$ cat src/rtl/prbs15_pkg.sv
//==============================================================================
// Package : prbs15_pkg
// Desc    : Shared types, constants and the 15-step LFSR advance function for
//           the x^15+x^14+1 word scrambler.
// Rev     : 1.0  initial release
//==============================================================================
`default_nettype none

package prbs15_pkg;

    localparam int LFSR_W = 15;

    typedef logic [LFSR_W-1:0] prbs_word_t;

    localparam prbs_word_t DEFAULT_SEED = 15'h7FFF;

    typedef enum logic [0:0] {
        IDLE = 1'b0,
        RUN  = 1'b1
    } state_t;

    // One keystream word is fifteen single-bit steps of L(s) = {s[13:0], s[14]^s[13]}
    function automatic prbs_word_t prbs15_adv15(input prbs_word_t s);
        prbs_word_t v;
        v = s;
        for (int i = 0; i < LFSR_W; i++) begin
            v = {v[13:0], v[14] ^ v[13]};
        end
        return v;
    endfunction

endpackage

`default_nettype wire

$ cat src/rtl/prbs15_scramble_ctrl_if.sv
//==============================================================================
// Interface : prbs15_scramble_ctrl_if
// Desc      : Input and output valid/ready word streams of the PRBS15 scrambler.
// Rev       : 1.0  initial release
//==============================================================================
`default_nettype none

interface prbs15_scramble_ctrl_if;
    import prbs15_pkg::*;

    logic       s_valid;
    logic       s_ready;
    prbs_word_t s_data;
    logic       s_sof;
    logic       s_eof;

    logic       m_valid;
    logic       m_ready;
    prbs_word_t m_data;
    logic       m_sof;
    logic       m_eof;

    modport master (
        output s_valid, s_data, s_sof, s_eof, m_ready,
        input  s_ready, m_valid, m_data, m_sof, m_eof
    );

    modport slave (
        input  s_valid, s_data, s_sof, s_eof, m_ready,
        output s_ready, m_valid, m_data, m_sof, m_eof
    );

endinterface

`default_nettype wire

$ cat src/rtl/prbs15_lfsr.sv
//==============================================================================
// Module : prbs15_lfsr
// Desc   : PRBS15 state register; key is the next keystream word L^15 of the
//          (optionally freshly loaded) state.
// Rev    : 1.0  initial release
//==============================================================================
`default_nettype none

module prbs15_lfsr
    import prbs15_pkg::*;
#(
    parameter prbs_word_t RESET_SEED = DEFAULT_SEED
) (
    input  logic       clk,
    input  logic       rst_n,
    input  logic       load,
    input  prbs_word_t seed,
    input  logic       advance,
    output prbs_word_t key
);

    prbs_word_t r_state;
    prbs_word_t w_base;

    // A load in the same cycle makes the key derive from the new seed
    assign w_base = load ? seed : r_state;
    assign key    = prbs15_adv15(w_base);

    always_ff @(posedge clk or negedge rst_n) begin
        if (!rst_n) begin
            r_state <= RESET_SEED;
        end else if (advance) begin
            r_state <= key;
        end else if (load) begin
            r_state <= w_base;
        end
    end

endmodule

`default_nettype wire

$ cat src/rtl/prbs15_scramble_ctrl.sv
//==============================================================================
// Module : prbs15_scramble_ctrl
// Desc   : Frame controller for the PRBS15 TX word scrambler with one
//          registered output stage. Define SCR_BYPASS_EN to add bypass_i.
// Rev    : 1.0  initial release
//==============================================================================
`default_nettype none

module prbs15_scramble_ctrl
    import prbs15_pkg::*;
#(
    parameter prbs_word_t DEFAULT_SEED = prbs15_pkg::DEFAULT_SEED,
    parameter int         MAX_WORDS    = 1024,
    parameter int         CNT_W        = 11
) (
    input  logic                  clk,
    input  logic                  rst_n,
    input  logic                  enable_i,
    input  prbs_word_t            seed_i,
`ifdef SCR_BYPASS_EN
    input  logic                  bypass_i,
`endif
    prbs15_scramble_ctrl_if.slave bus,
    output logic                  busy,
    output logic                  frame_done,
    output logic                  err
);

    localparam logic [CNT_W-1:0] c_ovf_cnt = CNT_W'(MAX_WORDS + 1);

    state_t           r_state, w_next_state;
    logic [CNT_W-1:0] r_cnt, w_cnt_next, w_cnt_inc;
    logic             w_accept, w_fwd, w_load, w_advance, w_err, w_done, w_bypass;
    prbs_word_t       w_seed, w_key;

    logic             r_m_valid, r_m_sof, r_m_eof, r_err, r_done;
    prbs_word_t       r_m_data;

`ifdef SCR_BYPASS_EN
    assign w_bypass = bypass_i;
`else
    assign w_bypass = 1'b0;
`endif

    assign bus.s_ready = enable_i & (~r_m_valid | bus.m_ready);
    assign w_accept    = bus.s_valid & bus.s_ready;
    assign w_seed      = (seed_i == '0) ? DEFAULT_SEED : seed_i;
    assign w_advance   = w_fwd & ~w_bypass;

    prbs15_lfsr #(
        .RESET_SEED (DEFAULT_SEED)
    ) u_lfsr (
        .clk     (clk),
        .rst_n   (rst_n),
        .load    (w_load),
        .seed    (w_seed),
        .advance (w_advance),
        .key     (w_key)
    );

    always_comb begin
        w_next_state = r_state;
        w_cnt_next   = r_cnt;
        w_load       = 1'b0;
        w_fwd        = 1'b0;
        w_err        = 1'b0;
        w_done       = 1'b0;
        // Saturate so an extremely long frame cannot wrap and flag twice
        w_cnt_inc    = (r_cnt == '1) ? r_cnt : r_cnt + CNT_W'(1);

        if (w_accept) begin
            if (bus.s_sof) begin
                w_load       = 1'b1;
                w_fwd        = 1'b1;
                w_err        = (r_state == RUN);
                w_cnt_next   = CNT_W'(1);
                w_next_state = RUN;
            end else if (r_state == RUN) begin
                w_fwd      = 1'b1;
                w_cnt_next = w_cnt_inc;
                w_err      = (w_cnt_inc == c_ovf_cnt);
            end else begin
                w_err = 1'b1;
            end

            if (w_fwd && bus.s_eof) begin
                w_next_state = IDLE;
                w_done       = 1'b1;
                w_cnt_next   = '0;
            end
        end
    end

    always_ff @(posedge clk or negedge rst_n) begin
        if (!rst_n) begin
            r_state <= IDLE;
            r_cnt   <= '0;
        end else begin
            r_state <= w_next_state;
            r_cnt   <= w_cnt_next;
        end
    end

    always_ff @(posedge clk or negedge rst_n) begin
        if (!rst_n) begin
            r_m_valid <= 1'b0;
            r_m_data  <= '0;
            r_m_sof   <= 1'b0;
            r_m_eof   <= 1'b0;
            r_err     <= 1'b0;
            r_done    <= 1'b0;
        end else begin
            if (w_fwd) begin
                r_m_valid <= 1'b1;
                r_m_data  <= bus.s_data ^ (w_bypass ? '0 : w_key);
                r_m_sof   <= bus.s_sof;
                r_m_eof   <= bus.s_eof;
            end else if (bus.m_ready) begin
                r_m_valid <= 1'b0;
            end
            r_err  <= w_err;
            r_done <= w_done;
        end
    end

    assign bus.m_valid = r_m_valid;
    assign bus.m_data  = r_m_data;
    assign bus.m_sof   = r_m_sof;
    assign bus.m_eof   = r_m_eof;
    assign busy        = (r_state == RUN);
    assign frame_done  = r_done;
    assign err         = r_err;

endmodule

`default_nettype wire

$ cat src/flat_wrapper.sv
// flat-port wrapper written by rule: the top's interface ports become plain ports
module prbs15_scramble_ctrl_flat import prbs15_pkg::*;
#(
    parameter prbs_word_t DEFAULT_SEED = prbs15_pkg::DEFAULT_SEED,
    parameter int         MAX_WORDS    = 1024,
    parameter int         CNT_W        = 11
)
  (clk, rst_n, enable_i, seed_i, busy, frame_done, err, bus_s_valid, bus_s_data, bus_s_sof, bus_s_eof, bus_m_ready, bus_s_ready, bus_m_valid, bus_m_data, bus_m_sof, bus_m_eof);
  prbs15_scramble_ctrl_if bus_i ();
  input  logic clk;
  input  logic rst_n;
  input  logic enable_i;
  input  prbs_word_t seed_i;
  output logic busy;
  output logic frame_done;
  output logic err;
  input wire logic [$bits(bus_i.s_valid)-1:0] bus_s_valid;
  input wire logic [$bits(bus_i.s_data)-1:0] bus_s_data;
  input wire logic [$bits(bus_i.s_sof)-1:0] bus_s_sof;
  input wire logic [$bits(bus_i.s_eof)-1:0] bus_s_eof;
  input wire logic [$bits(bus_i.m_ready)-1:0] bus_m_ready;
  output wire logic [$bits(bus_i.s_ready)-1:0] bus_s_ready;
  output wire logic [$bits(bus_i.m_valid)-1:0] bus_m_valid;
  output wire logic [$bits(bus_i.m_data)-1:0] bus_m_data;
  output wire logic [$bits(bus_i.m_sof)-1:0] bus_m_sof;
  output wire logic [$bits(bus_i.m_eof)-1:0] bus_m_eof;
  assign bus_i.s_valid = bus_s_valid;
  assign bus_i.s_data = bus_s_data;
  assign bus_i.s_sof = bus_s_sof;
  assign bus_i.s_eof = bus_s_eof;
  assign bus_i.m_ready = bus_m_ready;
  assign bus_s_ready = bus_i.s_ready;
  assign bus_m_valid = bus_i.m_valid;
  assign bus_m_data = bus_i.m_data;
  assign bus_m_sof = bus_i.m_sof;
  assign bus_m_eof = bus_i.m_eof;
  prbs15_scramble_ctrl #(.DEFAULT_SEED(DEFAULT_SEED), .MAX_WORDS(MAX_WORDS), .CNT_W(CNT_W)) u_core (.clk(clk), .rst_n(rst_n), .enable_i(enable_i), .seed_i(seed_i), .bus(bus_i), .busy(busy), .frame_done(frame_done), .err(err));
endmodule
$ cat config.mk
export PLATFORM = sky130hd
export DESIGN_NAME = prbs15_scramble_ctrl_flat
export DESIGN_NICKNAME = d
export VERILOG_FILES = /design/src/rtl/prbs15_pkg.sv /design/src/rtl/prbs15_scramble_ctrl_if.sv /design/src/rtl/prbs15_lfsr.sv /design/src/rtl/prbs15_scramble_ctrl.sv /design/src/flat_wrapper.sv
export SDC_FILE = /design/constraint.sdc
export NUM_CORES = 1
export LEC_CHECK = 0
export BUFFER_PORTS_ARGS = -buffer_cell sky130_fd_sc_hd__buf_2
export CORE_ASPECT_RATIO = 0.6
export CORE_MARGIN = 2
export CORE_UTILIZATION = 55
export DETAILED_ROUTE_END_ITERATION = 8
export GPL_TIMING_DRIVEN = 0
export PLACE_DENSITY_LB_ADDON = 0.12
export SLEW_MARGIN = 40
export SYNTH_ARGS = -nofsm -noshare
export SYNTH_HDL_FRONTEND = slang
export SYNTH_SLANG_ARGS = --single-unit
$ cat constraint.sdc
create_clock -name clk -period 2.4 [get_ports clk]
set_input_delay 0.24 -clock clk [delete_from_list [all_inputs] [get_ports clk]]
set_output_delay 0.24 -clock clk [all_outputs]
set_load 0.02 [all_outputs]
==> results by group <==
Flow run
  – Max_cap viols: 0

Yosys
  – Synth Register Bits: 47
  – Yosys cell types: between 40 and 50
  – Asr flop ratio synth: 1.00
  – Seq/Total Area, Yosys: 0.427
  – Compound-Gate Fraction of Synth Area: 0.173
  – Mapped Avg Cell Area: 9.55 sq um
  – Syn_nets: roughly 330
  – Post-synthesis simple-gate area fraction: 0.181
  – Main synth FF type: dfrtp_1
  – Fraction of the mapped netlist area in adder cells: 0.00447
  – Main combinational cell family by area after synthesis: simple AND/OR/NAND/NOR gates
  – Syn Std Cell Area: 2800 sq um
  – Mux cell area share after synthesis: 0.0322
  – Yosys warns: 0
  – Synthesized netlist cell count: between 200 and 300
  – Number of synthesized flops with an enable pin: 0
  – Post-synthesis xor/xnor area fraction: 0.149

Critical path
  – WP data arrival: roughly 2.3 ns
  – Setup CP Type: reg -> reg
  – Max incr delay on CP: 0.47 ns
  – Crit-path leading delay family: simple AND/OR/NAND/NOR gates
  – Worst-path cell chain: ha_1 -> and3_1 -> buf_6 -> nand3_1 -> nor4bb_1 -> o221ai_1 -> o21ai_1
  – CP Capture Type: flip-flop
  – Critical path's slowest cell: dfrtp_1
  – Worst path bufs/invs: 1
  – Critical Path RT: approximately 2.6 ns
  – Critical Path Fanout Max: 10
  – Critical path launch point type: flip-flop

Clocking
  – Num CTS Buffers: 5
  – CTS max path bufs: 2
  – H-tree depth: 2
  – CTS tree: yes
  – Post-CTS Setup Bufs: 0
  – CTS root buffer: clkbuf_8
  – Clk pin slew, worst setup/hold paths: 0.08 ns
  – Worst skew pair latency: ~0.30 ns
  – Clock sinks: 47

Drt
  – Routed vias/inst: around 5.7
  – Antenna-violating nets left: 0
  – Drt total wl: roughly 6.6 mm
  – DRT iter0 DRCs: 163
  – Drt first pass iters: 4
  – DR WL/cell: roughly 15 um
  – Remaining DRCs: 0
  – Vias: between 2000 and 2500

STA
  – Max Clk Rate: about 500 MHz
  – Min Hold Slack: roughly 0.21 ns
  – Clock Skew: roughly 0.004 ns
  – Max-slew violations: 0
  – Unrepaired setup endpoints after global routing: false
  – Setup total negative slack: 0 ns
  – Worst-Margin Slew: roughly 0.6 ns
  – Period utilization: 0.856
  – Hold Vio Cnt, Final: 0
  – Tmin final: between 2 and 2.5 ns
  – Slew margin rel.: 0.602
  – Final setup violation count: 0

Layout
  – Filler cells: 446
  – Synth-to-layout area growth: 17.3%
  – Commonest non-fill, non-tap cells in the layout: buf_2 (63), nand2_1 (46), xor2_1 (38)
  – Nets: 397
  – Commonest non-fill, non-tap cell in the layout: buf_2
  – Fraction of layout cells with a size suffix above 1: 0.275
  – Non-filler instance count after layout: between 400 and 500
  – Antenna Cells: 0

Floorplanning
  – # IOs: just under 60
  – Die W: ~96 um
  – Core ar.: 4980 sq um
  – Initial Util: 0.562
  – Die ar.: roughly 5700 sq um
  – Die Height: slightly below 60 um
  – FP Rows: 20

GRT
  – GR Util met3: 0.0522
  – First-pass GRT wire length: ~11 mm
  – GRT overflow: 0
  – GRT Overall Usage: 0.249
  – GR Util met1: 0.392
  – Busiest grt layer: met1
  – Pin count of the biggest net entering global routing: 48
  – Vias in the first global route: ~2200
  – Initial antenna violation count: 0
  – Met2 usage: 0.351

Placement
  – DPL Wire Length: between 4 and 5 mm
  – Dpl cells: about 420
  – Final Wtd Congestion: just over 0.9
  – Buffers on Ports: just under 60

Worst hold path
  – HP Class: in -> reg

Run status
  – Outcome: finished clean

Pwr
  – Worst vdd rail ir drop: approximately 660 uV
  – PwrDens: 1010 nW/um^2
  – Leak: between 1.5 and 2 nW
==> sequential cells by signal (all words and copies together) (netlist names) <==
name and flops:
u_core.bus.m_valid 1, u_core.r_cnt 11, u_core.bus.m_eof 1, u_core.u_lfsr.r_state 15, u_core.bus.m_data 15, u_core.err 1
u_core.busy 1, u_core.bus.m_sof 1, u_core.frame_done 1
==> tightest hold or removal path, stage by stage <==
cell,delay (ns)
buf_2,0.08
xnor2_1,0.10
o21ai_1,0.05
==> synth_stat cells (2+ instances only) <==
library cell / instances / share of area
and4_1: 2 / 0.0063
xnor2_1: 7 / 0.022
nand2_1: 46 / 0.062
buf_2: 6 / 0.011
nand3_1: 4 / 0.0072
o21ai_1: 3 / 0.0054
a41o_1: 2 / 0.0072
nand4_1: 5 / 0.011
a21o_1: 2 / 0.0054
xor2_1: 38 / 0.12
a31oi_1: 10 / 0.022
and2_1: 4 / 0.0089
nand4b_1: 2 / 0.0063
o21ai_0: 37 / 0.066
and3_1: 5 / 0.011
a21oi_1: 7 / 0.013
nor3b_1: 2 / 0.0054
mux2i_1: 9 / 0.032
dfrtp_1: 32 / 0.29
dfstp_2: 15 / 0.14
buf_4: 2 / 0.0054
a41oi_1: 9 / 0.028
or2_2: 2 / 0.0045
nor4_2: 2 / 0.0089
nor2_1: 11 / 0.015
nand2b_1: 2 / 0.0045
clkbuf_1: 8 / 0.011
==> final timing paths <==
kind | startpoint | to | slack [ns] | cells past startpoint
min reg2reg | u_core.bus.m_eof | u_core.bus.m_eof | 0.48 | 1
min in group asynchronous | rst_n | u_core.bus.m_data[6] | 0.51 | 2
min | bus_s_data[0] | u_core.bus.m_data[0] | 0.21 | 3
max reg2reg | u_core.r_cnt[0] | u_core.err | 0.35 | 7
max in group asynchronous | rst_n | u_core.r_cnt[1] | 1.48 | 2
max | u_core.r_cnt[0] | u_core.err | 0.35 | 7
==> final cells by class <==
cell class              instances  area, sq um  share of cell area
repair buffers                 59          303              0.0922
inverters                       1         3.75             0.00114
flip-flops and latches         47         1190               0.364
clock buffers                   8          100              0.0305
plain buffers                  18         90.1              0.0274
well taps                      66         82.6              0.0251
multi-input cells             227         1510               0.460
==> what timing repair did <==
action	4_1_cts	5_1_grt
endpoints found under the hold margin	32	0
resized for setup	0	0
endpoints found under the setup margin	0	0
hold buffers	1	0
==> per-stage QoR <==
stage	setup slack, ns	power [mW]	utilization	instance area (sq um)
final	0.345	3.32	0.660	3280
after global routing	0.148	3.58	0.660	3280
after CTS	0.369	3.34	0.660	3280
after detailed placement	0.388	2.81	0.637	3170
after global placement	0.432	2.76	0.637	3170
after floorplan	0.730	2.38	-	2800
==> per-layer routing <==
layer | wire length, um | vias up
met2 | 2620 | 90
met1 | 3380 | 1145
li1 | - | 1175
met4 | 62 | 0
met5 | 0 | -
met3 | 528 | 10
==> power by group <==
group | internal, mW | switching (mW)
combinational | 0.607 | 0.800
clock | 0.263 | 0.264
sequential | 1.16 | 0.233
total | 2.03 | 1.30
==> kinds of logic (layout without fill, tap and decap cells) <==
logic type      count (synthesis)  count (layout)
compound gates                 78              78
xor+xnor                       46              46
fa+ha+maj                       1               1
buf+inv                        19              86
flops                          47              47
mux                             9               9
simple gates                   93              93
Power figures use the tool's default switching activity.
